===== config.mk =====
export PLATFORM = sky130hd
export DESIGN_NAME = pea_host_loader
export DESIGN_NICKNAME = d
export VERILOG_FILES = /design/src/rtl/pea_host_loader.sv
export SDC_FILE = /design/constraint.sdc
export NUM_CORES = 1
export LEC_CHECK = 0
export ABC_AREA = 1
export CORE_AREA = 2 2 302 244
export CTS_BUF_LIST = sky130_fd_sc_hd__clkbuf_8
export CTS_CLUSTER_DIAMETER = 80
export DETAILED_ROUTE_END_ITERATION = 6
export DIE_AREA = 0 0 304 246
export HOLD_SLACK_MARGIN = 0.08
export PLACE_DENSITY = 0.75
export SLEW_MARGIN = 5
export SYNTH_ARGS = -nofsm -noshare
export SYNTH_HDL_FRONTEND = slang
export SYNTH_SLANG_ARGS = --single-unit

===== constraint.sdc =====
create_clock -name CLK -period 3.4 [get_ports CLK]
set_clock_uncertainty 0.1 [all_clocks]
set_input_delay 0.68 -clock CLK [delete_from_list [all_inputs] [get_ports CLK]]
set_output_delay 0.68 -clock CLK [all_outputs]
set_load 0.01 [all_outputs]

===== src/rtl/pea_host_loader.sv =====
// pea_host_loader
// Decodes a 32-bit command/data stream into PEA configuration traffic.
// It bulk-writes CFG and LDM words, launches the array and waits for done,
// and streams a region of LDM back out.
//
// Ports
//   CLK, RST (async, active-low)      clock and reset
//   s_valid/s_ready/s_data/s_last     command + payload stream in
//   CFG_addra/dina/ena/wea_out        CFG memory write port
//   CFG_incr_out                      increment latched from START
//   LDM_addra/dina/ena/wea_out        LDM memory port (write and read issue)
//   LDM_douta_in/_valid_in            LDM read return
//   start_out, done_in                array launch pulse / completion
//   m_valid/m_ready/m_data/m_last     result stream out
//   busy, err_out                     status; err bits = {opcode, timeout, framing}
//
// state    | meaning
// ---------+------------------------------------------------------
// IDLE     | waiting for a command word
// LOAD     | collecting payload beats for CFGW / LDMW
// WAIT     | array started, waiting for done_in or timeout
// RD_ISSUE | LDM read strobe for the current word
// RD_WAIT  | waiting for LDM read data
// RD_OUT   | presenting one word on the result stream
// DRAIN    | discarding a bad packet up to s_last
module pea_host_loader #(
   parameter int DIN_W   = 32,
   parameter int CFG_W   = 96,
   parameter int LDM_W   = 160,
   parameter int CFG_AW  = 11,
   parameter int LDM_AW  = 8,
   parameter int START_W = 8,
   parameter int TMO_W   = 16
) (
   input  logic               CLK,
   input  logic               RST,
   input  logic               s_valid,
   output logic               s_ready,
   input  logic [DIN_W-1:0]   s_data,
   input  logic               s_last,
   output logic [CFG_AW-1:0]  CFG_addra_out,
   output logic [CFG_W-1:0]   CFG_dina_out,
   output logic               CFG_ena_out,
   output logic               CFG_wea_out,
   output logic [7:0]         CFG_incr_out,
   output logic [LDM_AW-1:0]  LDM_addra_out,
   output logic [LDM_W-1:0]   LDM_dina_out,
   output logic               LDM_ena_out,
   output logic               LDM_wea_out,
   input  logic [LDM_W-1:0]   LDM_douta_in,
   input  logic               LDM_douta_valid_in,
   output logic [START_W-1:0] start_out,
   input  logic               done_in,
   output logic               m_valid,
   input  logic               m_ready,
   output logic [LDM_W-1:0]   m_data,
   output logic               m_last,
   output logic               busy,
   output logic [2:0]         err_out
);

   localparam int BPC_CFG = (CFG_W + DIN_W - 1) / DIN_W;
   localparam int BPC_LDM = (LDM_W + DIN_W - 1) / DIN_W;
   localparam int BPC_MAX = (BPC_CFG > BPC_LDM) ? BPC_CFG : BPC_LDM;
   localparam int BUF_W   = BPC_MAX * DIN_W;
   localparam int BEAT_W  = $clog2(BPC_MAX + 1);

   typedef enum logic [2:0] {IDLE, LOAD, WAIT, RD_ISSUE, RD_WAIT, RD_OUT, DRAIN} state_t;

   state_t              state_q, state_d;
   logic                s_ready_q, s_ready_d;
   logic [BEAT_W-1:0]   beat_q, beat_d;
   logic [11:0]         words_q, words_d;
   logic [15:0]         addr_q, addr_d;
   logic                sel_cfg_q, sel_cfg_d;
   logic [BUF_W-1:0]    buf_q, buf_d, buf_n;
   logic [2:0]          err_q, err_d;
   logic [TMO_W-1:0]    tmo_q, tmo_d;
   logic [7:0]          incr_q, incr_d;
   logic [START_W-1:0]  start_q, start_d;
   logic                cfg_we_q, cfg_we_d;
   logic [CFG_AW-1:0]   cfg_addr_q, cfg_addr_d;
   logic [CFG_W-1:0]    cfg_din_q, cfg_din_d;
   logic                ldm_ena_q, ldm_ena_d;
   logic                ldm_we_q, ldm_we_d;
   logic [LDM_AW-1:0]   ldm_addr_q, ldm_addr_d;
   logic [LDM_W-1:0]    ldm_din_q, ldm_din_d;
   logic                m_valid_q, m_valid_d;
   logic [LDM_W-1:0]    m_data_q, m_data_d;
   logic                m_last_q, m_last_d;

   logic                fire;
   logic [3:0]          cmd_op;
   logic [11:0]         cmd_n;
   logic [15:0]         cmd_base;
   logic [15:0]         addr_inc;
   logic [BEAT_W-1:0]   last_beat;

   assign fire      = s_valid && s_ready_q;
   assign cmd_op    = s_data[31:28];
   assign cmd_n     = s_data[27:16];
   assign cmd_base  = s_data[15:0];
   assign addr_inc  = addr_q + 16'd1;
   assign last_beat = sel_cfg_q ? BEAT_W'(BPC_CFG - 1) : BEAT_W'(BPC_LDM - 1);

   // Current beat merged into the assembly buffer, so the write data on the
   // final beat already contains that beat.
   always_comb begin
      buf_n = buf_q;
      buf_n[int'(beat_q) * DIN_W +: DIN_W] = s_data;
   end

   always_comb begin
      state_d    = state_q;
      beat_d     = beat_q;
      words_d    = words_q;
      addr_d     = addr_q;
      sel_cfg_d  = sel_cfg_q;
      buf_d      = buf_q;
      err_d      = err_q;
      tmo_d      = tmo_q;
      incr_d     = incr_q;
      start_d    = '0;
      cfg_we_d   = 1'b0;
      cfg_addr_d = cfg_addr_q;
      cfg_din_d  = cfg_din_q;
      ldm_ena_d  = 1'b0;
      ldm_we_d   = 1'b0;
      ldm_addr_d = ldm_addr_q;
      ldm_din_d  = ldm_din_q;
      m_valid_d  = m_valid_q;
      m_data_d   = m_data_q;
      m_last_d   = m_last_q;

      case (state_q)
         IDLE: begin
            if (fire) begin
               case (cmd_op)
                  4'd0: err_d = '0;
                  4'd1, 4'd2: begin
                     sel_cfg_d = (cmd_op == 4'd1);
                     addr_d    = cmd_base;
                     words_d   = cmd_n;
                     beat_d    = '0;
                     if (cmd_n != 12'd0) state_d = LOAD;
                  end
                  4'd3: begin
                     incr_d  = cmd_base[15:8];
                     start_d = cmd_base[START_W-1:0];
                     tmo_d   = '0;
                     state_d = WAIT;
                  end
                  4'd4: begin
                     addr_d  = cmd_base;
                     words_d = cmd_n;
                     if (cmd_n != 12'd0) begin
                        state_d    = RD_ISSUE;
                        ldm_ena_d  = 1'b1;
                        ldm_addr_d = cmd_base[LDM_AW-1:0];
                     end
                  end
                  default: begin
                     err_d[2] = 1'b1;
                     // a lone illegal command word that already ends the packet has nothing to drain
                     if (!s_last) state_d = DRAIN;
                  end
               endcase
            end
         end
         LOAD: begin
            if (fire) begin
               buf_d = buf_n;
               if (s_last && !((beat_q == last_beat) && (words_q == 12'd1))) begin
                  err_d[0] = 1'b1;
                  beat_d   = '0;
                  state_d  = IDLE;
               end else if (beat_q == last_beat) begin
                  if (sel_cfg_q) begin
                     cfg_we_d   = 1'b1;
                     cfg_addr_d = addr_q[CFG_AW-1:0];
                     cfg_din_d  = buf_n[CFG_W-1:0];
                  end else begin
                     ldm_ena_d  = 1'b1;
                     ldm_we_d   = 1'b1;
                     ldm_addr_d = addr_q[LDM_AW-1:0];
                     ldm_din_d  = buf_n[LDM_W-1:0];
                  end
                  addr_d  = addr_inc;
                  words_d = words_q - 12'd1;
                  beat_d  = '0;
                  if (words_q == 12'd1) state_d = IDLE;
               end else begin
                  beat_d = beat_q + BEAT_W'(1);
               end
            end
         end
         WAIT: begin
            tmo_d = tmo_q + TMO_W'(1);
            // tmo_q == 0 only in the start-pulse cycle, where done_in is ignored
            if (done_in && (tmo_q != '0)) begin
               state_d = IDLE;
            end else if (tmo_q == {TMO_W{1'b1}}) begin
               err_d[1] = 1'b1;
               state_d  = IDLE;
            end
         end
         RD_ISSUE: state_d = RD_WAIT;
         RD_WAIT: begin
            if (LDM_douta_valid_in) begin
               m_data_d  = LDM_douta_in;
               m_last_d  = (words_q == 12'd1);
               m_valid_d = 1'b1;
               state_d   = RD_OUT;
            end
         end
         RD_OUT: begin
            if (m_ready) begin
               m_valid_d = 1'b0;
               m_last_d  = 1'b0;
               words_d   = words_q - 12'd1;
               addr_d    = addr_inc;
               if (words_q == 12'd1) begin
                  state_d = IDLE;
               end else begin
                  state_d    = RD_ISSUE;
                  ldm_ena_d  = 1'b1;
                  ldm_addr_d = addr_inc[LDM_AW-1:0];
               end
            end
         end
         DRAIN: begin
            if (fire && s_last) state_d = IDLE;
         end
         default: state_d = IDLE;
      endcase

      s_ready_d = (state_d == IDLE) || (state_d == LOAD) || (state_d == DRAIN);
   end

   always_ff @(posedge CLK or negedge RST) begin
      if (!RST) begin
         state_q    <= IDLE;
         s_ready_q  <= 1'b0;
         beat_q     <= '0;
         words_q    <= '0;
         addr_q     <= '0;
         sel_cfg_q  <= 1'b0;
         buf_q      <= '0;
         err_q      <= '0;
         tmo_q      <= '0;
         incr_q     <= '0;
         start_q    <= '0;
         cfg_we_q   <= 1'b0;
         cfg_addr_q <= '0;
         cfg_din_q  <= '0;
         ldm_ena_q  <= 1'b0;
         ldm_we_q   <= 1'b0;
         ldm_addr_q <= '0;
         ldm_din_q  <= '0;
         m_valid_q  <= 1'b0;
         m_data_q   <= '0;
         m_last_q   <= 1'b0;
      end else begin
         state_q    <= state_d;
         s_ready_q  <= s_ready_d;
         beat_q     <= beat_d;
         words_q    <= words_d;
         addr_q     <= addr_d;
         sel_cfg_q  <= sel_cfg_d;
         buf_q      <= buf_d;
         err_q      <= err_d;
         tmo_q      <= tmo_d;
         incr_q     <= incr_d;
         start_q    <= start_d;
         cfg_we_q   <= cfg_we_d;
         cfg_addr_q <= cfg_addr_d;
         cfg_din_q  <= cfg_din_d;
         ldm_ena_q  <= ldm_ena_d;
         ldm_we_q   <= ldm_we_d;
         ldm_addr_q <= ldm_addr_d;
         ldm_din_q  <= ldm_din_d;
         m_valid_q  <= m_valid_d;
         m_data_q   <= m_data_d;
         m_last_q   <= m_last_d;
      end
   end

   assign s_ready       = s_ready_q;
   assign CFG_addra_out = cfg_addr_q;
   assign CFG_dina_out  = cfg_din_q;
   assign CFG_ena_out   = cfg_we_q;
   assign CFG_wea_out   = cfg_we_q;
   assign CFG_incr_out  = incr_q;
   assign LDM_addra_out = ldm_addr_q;
   assign LDM_dina_out  = ldm_din_q;
   assign LDM_ena_out   = ldm_ena_q;
   assign LDM_wea_out   = ldm_we_q;
   assign start_out     = start_q;
   assign m_valid       = m_valid_q;
   assign m_data        = m_data_q;
   assign m_last        = m_last_q;
   assign busy          = (state_q != IDLE);
   assign err_out       = err_q;

endmodule


## Word-level counts from Yosys, hierarchy flattened

Index checks and enable logic that the tools add are counted.

- Shifts and indexed selects: 2
- Bitwise operators: 3
- Muxes and demuxes: 84
- $add $sub $neg: 5
- Eq/ne operators: 32
- Reduce and logical (&&, ||, !) cells: 35

Operators by type and width:

| cell | count |
|---|---|
| $bwmux W160 | 1 |
| $shift A32 B33 Y160 const A | 1 |
| $shiftx A32 B33 Y160 | 1 |
| $mux W16 | 8 |
| $mux W8 | 12 |
| $mux W12 | 6 |
| $mux W3 | 19 |
| $pmux W16 S3 | 1 |
| $pmux W12 S3 | 1 |
| $neg A8 Y33 | 1 |
| $add A16 B1 Y16 const B | 2 |
| $pmux W16 S2 | 1 |
| $ne A2 B2 Y1 const B | 13 |
| $pmux W8 S3 | 1 |
| $mux W1 | 22 |
| $pmux W3 S7 | 1 |
| $reduce_and A5 Y1 | 4 |
| $eq A16 B16 Y1 const B | 1 |
| $reduce_bool A16 Y1 | 1 |
| $reduce_and A3 Y1 | 5 |
| $eq A12 B1 Y1 const B | 1 |
| $eq A3 B3 Y1 const B | 4 |
| $pmux W3 S4 | 1 |
| $reduce_bool A12 Y1 | 1 |
| other kinds (28) | 52 |

- Output and inout bits: 462
- Logic and storage cells: 184
- Register bits after elaboration: 671
- Input port bits: 199

## Depth between registers and ports, before layout

- Word-level depth: 11
- Mapped depth: 15
- Depth with buffers taken out: 13

## Worst setup path after synthesis

No wires, ideal clock.

- Kind: reg2reg
- From: register beat_q[0]
- To: register ldm_din_q[149], in the netlist LDM_dina_out[149]
- Setup slack: 0.814 ns
- Buffers on the path: 2
- Data required time: 3.183 ns
- Arrival: 2.370 ns
- Library setup time: 0.117 ns
- Cell stages (with the launch flop): 15
- Path through: dfrtp_1 > clkinv_1 > clkbuf_1 > ha_1 > ha_1 > inv_1 > nor2_1 > inv_1 > nor2_1 > clkbuf_1 > nand2_1 > o21ai_0 > nand2_1 > o21ai_1 > inv_2

- Cells in the longest elaborated chain, start to end: 6
- Elaborated cells on any way between the ends: 10
- Those cells by class: add/sub (1); eq/ne (1); shift (2); mux (1); bitwise (1); reduce/logical (4)

Ends and longest elaborated chain:

| what | RTL line | source |
|---|---|---|
| start, declared | 72 | `logic [BEAT_W-1:0] beat_q, beat_d;` |
| start signal, assigned | 266 | `beat_q <= beat_d;` |
| branches (longest 6 deep; another with $neg A8 Y33) | -- |  |
| end signal, assigned | 281 | `ldm_din_q <= ldm_din_d;` |
| end, declared | 87 | `logic [LDM_W-1:0] ldm_din_q, ldm_din_d;` |

Parallel ways; which one is timed is not known.
A chain may end at the register's enable or synchronous reset.

## Worst setup path after layout

- From: register state_q[2]
- To: output port busy

- Cells in the longest elaborated chain, start to end: 1

Ends and longest elaborated chain:

| what | RTL line | source |
|---|---|---|
| start, declared | 70 | `state_t state_q, state_d;` |
| start signal, assigned | 264 | `state_q <= state_d;` |
| $reduce_bool A3 Y1 | 302 | `assign busy = (state_q != IDLE);` |
| end, declared | 58 | `output logic busy,` |

No other way between the ends.

==> impl_metrics.json <==
{
  "ys_types": 35,
  "grt_overflow": 0,
  "ioPinCount": 661,
  "rsz0062_at_grt": "no",
  "grt_antenna_before_repair": 16,
  "cp-end-kind": "primary output",
  "avgSynthCellArea_um2": 8.614,
  "grt_max_degree": 287,
  "finalHoldViolCount": 0,
  "ys_seq_area_share_pct": 58.50,
  "required_ps": 2620,
  "synthXorXnorAreaFrac_pct": 0.6456,
  "ant_nets": 0,
  "vias": 24640,
  "setup_tns_ps": 0,
  "synth_compound_area_share_pct": 11.30,
  "synthDominantCellAreaShare_pct": 58.50,
  "synthTopCellsByCount": "nand2_1 (1140), dfrtp_1 (666), o21ai_0 (356), inv_1 (264), o21ai_1 (228)",
  "wl_met2_um": 42270,
  "cts_tree": "built",
  "p_per_area_mw_per_mm2": 874.9,
  "fin_util_pct": 53.72,
  "yosys-mux-area-fraction_pct": 2.178,
  "final_nets": 4180,
  "drt_iter0_markers": 2327,
  "coreArea_mm2": 0.07168,
  "post_drt_wl_per_cell_um": 19.99,
  "ctsHtreeMaxLevel": 3,
  "highest_layer": "met5",
  "status": "finished clean",
  "area_delta_synth_final_pct": 35.18,
  "root_buffer": "clkbuf_8",
  "ys_warn_count": 0,
  "total_power_w": 0.03369,
  "regArea_mm2": 0.01667,
  "maxSlewViolCount": 0,
  "first_pass_iters": 6,
  "cts_resized": 0,
  "hold_buffers": 1,
  "grt_pass1_vias": 23500,
  "crit_arrival_ps": 2290,
  "die_y_um": 246,
  "drv_cap": 0,
  "clk_pin_slew_worst_paths_ps": 60,
  "num_rows": 88,
  "synth_most_common_cell": "nand2_1",
  "clock_tree.buffer_depth": 3,
  "die_w_um": 304,
  "grt_pass1_wl_um": 148600,
  "multiInputGateArea_mm2": 0.009448,
  "drc_errors": 0,
  "yosys.area_share.simple_pct": 18.51,
  "postSynth.asyncResetShare_pct": 100.0,
  "r2r_slack_ps": 400,
  "grt_usage_pct": 26.31,
  "hold_path.class": "reg2reg",
  "synth-main-ff-cell": "dfrtp_1",
  "synthTopCellsByArea": "dfrtp_1 (59%), nand2_1 (15%), o21ai_0 (6.3%), o21ai_1 (4.0%), inv_1 (3.5%)",
  "drt-total-wl_um": 100200,
  "synthCells": 3307,
  "yosys_register_bits": 666,
  "critical_path_class": "reg2out",
  "period_needed_ps": 3072,
  "worstSkewPairLatency_ps": 740,
  "start_util_pct": 39.74,
  "worst_slew_pin_slew_ps": 1193,
  "p_leak_nw": 19.08,
  "place_congestion": 0.9365,
  "vias_per_cell": 4.916,
  "dpl_cell_area_mm2": 0.03616,
  "die-area_mm2": 0.07478,
  "design_area_mm2": 0.03851,
  "timing.final.crit_share_pct": 90.35,
  "clock-sinks": 666,
  "fmax_mhz": 325.5,
  "numCtsBuffers": 107,
  "drive_above_1_share_pct": 9.234,
  "place.port_buffers": 660,
  "finalSetupViolations": 0,
  "post-cts-setup-buffers": 0,
  "max_slew_margin_pct": 20.48,
  "irDropWorstVdd_v": 0.0005086,
  "crit_path_max_fanout": 7,
  "synth_edf_count": 0,
  "route.met3.wl_um": 9146,
  "wl_met1_um": 45320,
  "yosysTopAreaCell": "dfrtp_1",
  "syn_nets": 3514,
  "dpl.hpwl_um": 73280,
  "synthAdderAreaFrac_pct": 0.3514,
  "synth_top_family_by_area": "simple AND/OR/NAND/NOR gates",
  "nFillCells": 6340,
  "start_kind": "flip-flop",
  "syn-cell-area_mm2": 0.02849
}
-- layout by cell type (no fill, tap or decap), drive strengths merged, types with 2 or more instances in the layout --
master and n:
clkinv 20, clkbuf 134, a31oi 3, clkdlybuf4s50 659, o22ai 11, nor3 13, a21oi 32, o21ai 584
inv 424, clkinvlp 4, xnor2 3, diode 6, mux2i 62, nor2 98, nand4 10, bufinv 7
ha 8, nand3 82, buf 70, nand3b 2, o21bai 2, dfrtp 666, xor2 18, nand2 1144
-- state kept, by name, indices dropped and copies added, names as in the netlist, 3 cells and up --
register and flops:
LDM_dina_out 160, buf_q 160, m_data 160, CFG_dina_out 96, tmo_q 16, words_q 12, CFG_addra_out 11, addr_q 11
CFG_incr_out 8, LDM_addra_out 8, start_out 8, beat_q 3, err_out 3, state_q 3
-- cell families after synthesis --
kind of cell | count (synthesis)
AO/OA/AOI/OAI | 636
XOR/XNOR | 21
adder cells (fa/ha/maj) | 8
buffers and inverters | 565
flip-flops | 666
multiplexers | 62
AND/OR/NAND/NOR | 1349
-- worst max-delay path: stages (launching register included) --
cell             delay (ps)
dfrtp_1                 510
inv_1                   170
nand2_2                 190
clkdlybuf4s50_1         720
-- worst paths after layout --
kind,start,endpoint,cells after the start
worst max-delay path,state_q[2],busy,3
worst min-delay path,m_data[129],m_data[129],2
worst max register to register,beat_q[0],CFG_dina_out[4],13
worst min register to register,m_data[129],m_data[129],2
max in group asynchronous,RST,CFG_ena_out,3
min in group asynchronous,RST,m_data[71],2
-- final cells by class --
| type | instances | share of cell area (%) |
|---|---|---|
| multi-input cells | 2076 | 24.53 |
| clock inverters | 63 | 1.238 |
| clock buffers | 134 | 4.789 |
| flip-flops and latches | 666 | 43.28 |
| diodes | 6 | 0.03899 |
| repair buffers | 730 | 19.19 |
| well taps | 945 | 3.070 |
| inverters | 392 | 3.860 |
-- report_power, final --
part	total [W]	internal, W	switching, W
Clock	0.00749	0.00409	0.00340
Sequential	0.0126	0.0108	0.00185
Combinational	0.0136	0.00588	0.00772
Total	0.0337	0.0207	0.0130
-- through the flow --
step	cells	setup slack, ps	hold WS [ps]
floorplan	3307	813.5	284.4
global placement	4808	311.5	352.9
detailed placement	4808	246.8	357.0
CTS	5006	207.7	296.1
global route	5010	162.0	327.1
finish	5012	328.0	369.1
-- routing by layer --
| layer | global-route usage [%] | vias up |
|---|---|---|
| li1 | - | 11750 |
| met4 | 9.219 | 16 |
| met3 | 8.791 | 212 |
| met1 | 37.80 | 11740 |
| met5 | 0 | - |
| met2 | 36.91 | 923 |
Power figures use the tool's default switching activity.
